[config.mk]
export PLATFORM = sky130hd
export DESIGN_NAME = hyperbus_cfg_init
export DESIGN_NICKNAME = d
export VERILOG_FILES = /design/src/rtl/hyperbus_cfg_init_pkg.sv /design/src/rtl/hyperbus_cfg_init.sv
export SDC_FILE = /design/constraint.sdc
export NUM_CORES = 1
export LEC_CHECK = 0
export CORE_UTILIZATION = 39
export CTS_CLUSTER_SIZE = 12
export DETAILED_ROUTE_END_ITERATION = 16
export PLACE_DENSITY_LB_ADDON = 0.25
export REMOVE_ABC_BUFFERS = 1
export SLEW_MARGIN = 20
export SYNTH_ARGS = -nofsm -noshare
export SYNTH_HDL_FRONTEND = slang
export SYNTH_SLANG_ARGS = --single-unit
[constraint.sdc]
create_clock -name clk_i -period 2.3 [get_ports clk_i]
set_clock_uncertainty 0.05 [all_clocks]
set_input_delay 0.345 -clock clk_i [delete_from_list [all_inputs] [get_ports clk_i]]
set_output_delay 0.345 -clock clk_i [all_outputs]
set_load 0.01 [all_outputs]
[src/rtl/hyperbus_cfg_init_pkg.sv]
// Shared types for the HyperBus boot-time configurator: init FSM states (also used by
// debug/trace) and the default 32-bit register bus request/response structs.
package hyperbus_cfg_init_pkg;

    typedef enum logic [1:0] {
        DELAY  = 2'd0,
        WRITE  = 2'd1,
        VERIFY = 2'd2,
        DONE   = 2'd3
    } hyper_init_state_e;

    typedef struct packed {
        logic [31:0] addr;
        logic        write;
        logic [31:0] wdata;
        logic [3:0]  wstrb;
        logic        valid;
    } hyper_reg_req_t;

    typedef struct packed {
        logic [31:0] rdata;
        logic        error;
        logic        ready;
    } hyper_reg_rsp_t;

    function automatic int unsigned max_u(input int unsigned a, input int unsigned b);
        return (a > b) ? a : b;
    endfunction

endpackage

[src/rtl/hyperbus_cfg_init.sv]
// Boot-time configurator in front of the HyperBus controller register port: replays a table of
// config writes (optionally verified by read-back), then becomes a transparent host pass-through.
module hyperbus_cfg_init
    import hyperbus_cfg_init_pkg::*;
#(
    parameter int unsigned NumEntries   = 4,
    parameter int unsigned RegAddrWidth = 32,
    parameter int unsigned RegDataWidth = 32,
    parameter logic [((NumEntries > 0) ? NumEntries : 1)-1:0][RegAddrWidth-1:0] InitAddr = '0,
    parameter logic [((NumEntries > 0) ? NumEntries : 1)-1:0][RegDataWidth-1:0] InitData = '0,
    parameter bit          VerifyEn     = 1'b1,
    parameter int unsigned MaxRetries   = 3,
    parameter int unsigned StartDelay   = 16,
    parameter type         reg_req_t    = hyper_reg_req_t,
    parameter type         reg_rsp_t    = hyper_reg_rsp_t
) (
    input  logic     clk_i,
    input  logic     rst_ni,
    input  reg_req_t host_req_i,
    output reg_rsp_t host_rsp_o,
    output reg_req_t cfg_req_o,
    input  reg_rsp_t cfg_rsp_i,
    output logic     busy_o,
    output logic     init_done_o,
    output logic     init_error_o
);

    localparam int unsigned IdxWidth   = $clog2(max_u(NumEntries, 2));
    localparam int unsigned RetryWidth = (MaxRetries > 0) ? $clog2(MaxRetries + 1) : 1;
    localparam int unsigned DelayWidth = (StartDelay > 1) ? $clog2(StartDelay + 1) : 1;
    localparam int unsigned TabDepth   = 1 << IdxWidth;
    localparam int unsigned LastEntry  = (NumEntries > 0) ? NumEntries - 1 : 0;

    localparam logic [IdxWidth-1:0]   LastIdx   = IdxWidth'(LastEntry);
    localparam logic [RetryWidth-1:0] RetryMax  = RetryWidth'(MaxRetries);
    localparam logic [DelayWidth-1:0] DelayLast = DelayWidth'((StartDelay > 0) ? StartDelay - 1 : 0);

    if (StartDelay < 1) begin : g_chk_delay
        $error("hyperbus_cfg_init: StartDelay must be at least 1");
    end
    if ((RegDataWidth != 32) && (RegDataWidth != 64)) begin : g_chk_width
        $error("hyperbus_cfg_init: RegDataWidth must be 32 or 64");
    end

    // Table padded to a power of two so any idx value selects a defined entry.
    logic [RegAddrWidth-1:0] addr_tab [TabDepth];
    logic [RegDataWidth-1:0] data_tab [TabDepth];

    for (genvar gi = 0; gi < TabDepth; gi++) begin : g_tab
        if (gi < NumEntries) begin : g_used
            assign addr_tab[gi] = InitAddr[gi];
            assign data_tab[gi] = InitData[gi];
        end else begin : g_pad
            assign addr_tab[gi] = '0;
            assign data_tab[gi] = '0;
        end
    end

    hyper_init_state_e       state_reg, state_next;
    logic [IdxWidth-1:0]     idx_reg, idx_next;
    logic [RetryWidth-1:0]   retry_reg, retry_next;
    logic [DelayWidth-1:0]   delay_reg, delay_next;
    logic                    error_reg, error_next;
    reg_req_t                req_reg, req_next;

    logic [RegAddrWidth-1:0] entry_addr;
    logic [RegDataWidth-1:0] entry_data;
    logic                    accept;
    logic                    attempt_fail;
    logic                    entry_ok;

    function automatic reg_req_t make_req(input logic                    is_write,
                                          input logic [RegAddrWidth-1:0] a,
                                          input logic [RegDataWidth-1:0] d);
        reg_req_t r;
        r       = '0;
        r.valid = 1'b1;
        r.write = is_write;
        r.addr  = a;
        r.wdata = is_write ? d : '0;
        r.wstrb = is_write ? '1 : '0;
        return r;
    endfunction

    always_ff @(posedge clk_i) begin
        if (!rst_ni) begin
            state_reg <= DELAY;
            idx_reg   <= '0;
            retry_reg <= '0;
            delay_reg <= '0;
            error_reg <= 1'b0;
            req_reg   <= '0;
        end else begin
            state_reg <= state_next;
            idx_reg   <= idx_next;
            retry_reg <= retry_next;
            delay_reg <= delay_next;
            error_reg <= error_next;
            req_reg   <= req_next;
        end
    end

    assign entry_addr = addr_tab[idx_reg];
    assign entry_data = data_tab[idx_reg];
    assign accept     = req_reg.valid && cfg_rsp_i.ready;

    // A cycle with valid low inside WRITE/VERIFY is the mandatory gap between accesses;
    // the next request is loaded there so the outgoing request is always registered.
    always_comb begin
        state_next   = state_reg;
        idx_next     = idx_reg;
        retry_next   = retry_reg;
        delay_next   = delay_reg;
        error_next   = error_reg;
        req_next     = req_reg;
        attempt_fail = 1'b0;
        entry_ok     = 1'b0;

        unique case (state_reg)
            DELAY: begin
                if (delay_reg == DelayLast) begin
                    if (NumEntries == 0) begin
                        state_next = DONE;
                    end else begin
                        state_next = WRITE;
                        req_next   = make_req(1'b1, entry_addr, entry_data);
                    end
                end else begin
                    delay_next = delay_reg + DelayWidth'(1);
                end
            end
            WRITE: begin
                if (!req_reg.valid) begin
                    req_next = make_req(1'b1, entry_addr, entry_data);
                end else if (accept) begin
                    req_next = '0;
                    if (cfg_rsp_i.error) begin
                        attempt_fail = 1'b1;
                    end else if (VerifyEn) begin
                        state_next = VERIFY;
                    end else begin
                        entry_ok = 1'b1;
                    end
                end
            end
            VERIFY: begin
                if (!req_reg.valid) begin
                    req_next = make_req(1'b0, entry_addr, entry_data);
                end else if (accept) begin
                    req_next = '0;
                    if (cfg_rsp_i.error || (cfg_rsp_i.rdata != entry_data)) begin
                        attempt_fail = 1'b1;
                    end else begin
                        entry_ok = 1'b1;
                    end
                end
            end
            default: ;
        endcase

        // An entry that runs out of retries is flagged and then skipped like a good one.
        if (entry_ok || (attempt_fail && (retry_reg == RetryMax))) begin
            retry_next = '0;
            if (attempt_fail) begin
                error_next = 1'b1;
            end
            if (idx_reg == LastIdx) begin
                state_next = DONE;
            end else begin
                idx_next   = idx_reg + IdxWidth'(1);
                state_next = WRITE;
            end
        end else if (attempt_fail) begin
            retry_next = retry_reg + RetryWidth'(1);
            state_next = WRITE;
        end
    end

    always_comb begin
        if (state_reg == DONE) begin
            cfg_req_o  = host_req_i;
            host_rsp_o = cfg_rsp_i;
        end else begin
            cfg_req_o  = req_reg;
            host_rsp_o = '0;
        end
    end

    assign busy_o       = (state_reg != DONE);
    assign init_done_o  = (state_reg == DONE);
    assign init_error_o = error_reg;

endmodule

==> impl_metrics.py <==
metrics = {
    "min_path": {
        "holdPathEnd": "req_reg[44]",
        "whs_path_depth": 1,
        "hold_path_class": "reg2reg",
        "hold_start": "req_reg[44]",
    },
    "grt": {
        "grt_pass1_wl_um": 15300,
        "grt_max_degree": 65,
        "track_usage": 0.191,
        "grt_overflow": 0,
        "grt_pass1_vias": 3244,
        "antenna_found_initial": 0,
    },
    "synthesis": {
        "ys.flop_type": "dfxtp_1",
        "async_flop_share": 0,
        "synth-seq-area-share": 0.424,
        "synth_warnings": 0,
        "synthCells": 365,
        "syn_area_per_cell_um2": 10.6,
        "syn_area_um2": 3870,
        "ys_ff_latch": 82,
        "synth.distinct_cells": 40,
        "synth_edf_count": 0,
    },
    "critical_path": {
        "start_kind": "register",
        "r2r-start": "delay_reg[0]",
        "critPathMaxStageDelay_ns": 0.52,
        "critical_path_arrival_ns": 1.83,
        "worstRegToRegCells": 8,
        "crit_path_end_kind": "output port",
        "rrSetupSlack_ns": 0.19,
        "cp_max_fo": 23,
        "r2r-end": "state_reg[0]",
        "path_class": "reg2out",
        "path_delay_family": "buffers and inverters",
        "critPathBufInv": 2,
        "slowest_stage": "clkdlybuf4s50_1",
        "crit_required_ns": 1.90,
        "cp_cell_sequence": "ha_4 > clkbuf_16 > and2_1 > clkdlybuf4s50_1",
    },
    "place": {
        "pre_cts_ws_ns": -0.112,
        "gp_congestion": 0.743,
        "port_buffers": 212,
        "dp_hpwl_um": 7550,
    },
    "detailed_routing": {
        "viasPerCell": 4.72,
        "drt-wirelength-per-cell_um": 14.0,
        "dr.pass1.iters": 4,
        "drc": 0,
        "routed_wl_um": 9930,
        "ant_nets": 0,
        "drt_iter0_markers": 62,
        "num_vias": 3338,
    },
    "cells_and_area": {
        "area_delta_synth_final_pct": 63.0,
        "fin_nets": 688,
        "fin_util": 0.670,
        "largest_register_ffs": 70,
        "num_antenna_cells": 0,
        "drive_gt1_frac": 0.190,
        "fill_cells": 778,
    },
    "cts": {
        "clk_pin_slew_ns": 0.08,
        "clk_path_buf_depth": 2,
        "root_buffer": "clkbuf_8",
        "ctsHoldBuffers": 0,
        "cts_htree_levels": 3,
        "clkLatencyLatePin_ns": 0.33,
        "cts_tree": "yes",
        "clock_sinks": 82,
        "cts_buffers": 9,
    },
    "sta": {
        "worstMarginPinSlew_ns": 0.604,
        "slew_viol_final": 0,
        "fin_crit_sh": 0.965,
        "max_freq_mhz": 450,
        "relSlewSlack": 0.595,
        "setup_ws_ns": 0.0796,
        "fin_crit_ns": 2.22,
        "hold_violations": 0,
        "rsz0062_at_grt": "false",
        "setup_viol": 0,
    },
    "flow_run": {
        "maxCapViolCount": 0,
    },
    "power_and_ir_drop": {
        "ir_drop_mv": 0.321,
        "power_density_nw_per_um2": 428,
        "leakage_uw": 0.00296,
    },
    "floorplan": {
        "rows": 35,
        "die_h_um": 102,
        "core_area_um2": 9420,
        "dieArea_um2": 10300,
        "initial_core_util": 0.411,
        "io-pin-count": 213,
        "fp.dieW_um": 102,
    },
    "status": {
        "status": "completed",
    },
}
cells by family after synthesis:
kind of cell             Yosys count  synth area share
buffers and inverters             28            0.0310
adder cells (fa/ha/maj)            9            0.0291
flip-flops                        82             0.424
AND/OR/NAND/NOR                  136             0.233
XOR/XNOR                           3           0.00679
multiplexers                      74             0.214
AO/OA/AOI/OAI                     33            0.0621
placed cells by master, fill, tap and decap left out, drive strengths merged, types with 4 or more instances in the layout:
| master | n |
|---|---|
| inv | 5 |
| o21a | 11 |
| o211a | 4 |
| a21oi | 4 |
| clkbuf | 12 |
| buf | 7 |
| mux2 | 70 |
| nand4 | 4 |
| o21ai | 6 |
| and2 | 102 |
| mux2i | 4 |
| ha | 9 |
| nor4 | 9 |
| nand2 | 10 |
| dlygate4sd2 | 72 |
| dfxtp | 82 |
| clkdlybuf4s50 | 139 |
Yosys cell counts, types with 3 or more instances:
library cell,instances,area share
nor4_2,3,0.0097
buf_1,4,0.0039
o21a_1,10,0.019
dfxtp_1,82,0.42
clkbuf_2,6,0.0078
o211a_1,4,0.010
mux2i_1,4,0.010
clkbuf_1,7,0.0068
ha_1,9,0.029
nand2_1,10,0.0097
a21oi_1,4,0.0052
nor4_1,4,0.0065
mux2_2,70,0.20
buf_2,6,0.0078
inv_1,5,0.0049
o21ai_0,6,0.0078
and2_1,101,0.16
through the flow:
stage | area (um^2) | setup TNS, ns | hold WS [ns] | instances | power (uW)
finish | 6310 | 0 | 0.413 | 707 | 2700
global route | 6310 | 0 | 0.430 | 707 | 2810
CTS | 6280 | 0 | 0.415 | 706 | 2730
detailed placement | 6160 | -5.88 | 0.392 | 690 | 1700
global placement | 6160 | -0.132 | 0.389 | 690 | 1690
floorplan | 3770 | -127.16 | 0.376 | 342 | 1480
repair_timing:
| action | in CTS | in global routing |
|---|---|---|
| gates resized for setup | 77 | 2 |
| gates cloned | 0 | 1 |
| setup endpoints to repair | 168 | 72 |
| endpoints found under the hold margin | 0 | 0 |
| buffers inserted | 0 | 0 |
area by class of cell:
class / instances / area (um^2) / area share
Clock buffer: 11 / 141 / 0.0224
Clock inverter: 5 / 63.8 / 0.0101
Inverter: 5 / 18.8 / 0.00297
Multi-Input combinational cell: 255 / 2130 / 0.337
Sequential cell: 82 / 1650 / 0.261
Tap cell: 129 / 161 / 0.0256
Timing Repair Buffer: 220 / 2150 / 0.341
worst max-delay path by stage:
| stage | from | to | cells past startpoint |
|---|---|---|---|
| 6_report | state_reg[0] | host_rsp_o[3] | 4 |
| 5_1_grt | state_reg[0] | host_rsp_o[3] | 4 |
| 4_1_cts | state_reg[0] | host_rsp_o[11] | 4 |
| 3_5_place_dp | delay_reg[0] | req_reg[23] | 8 |
| 3_3_place_gp | delay_reg[0] | req_reg[6] | 8 |
| 2_1_floorplan | state_reg[0] | host_rsp_o[1] | 3 |
routing by layer:
layer / GRT usage / up-vias / part of all wire
li1: - / 1657 / -
met1: 0.210 / 1511 / 0.40
met2: 0.347 / 163 / 0.49
met3: 0.0635 / 7 / 0.10
met4: 0.0535 / 0 / 0.0056
met5: 0 / - / 0
report_power, final:
part	total [uW]	switching [uW]	internal (uW)
clock	1040	507	538
sequential	1420	3.94	1420
combinational	234	62.5	171
total	2700	574	2130
(Power assumes the default switching activity.)
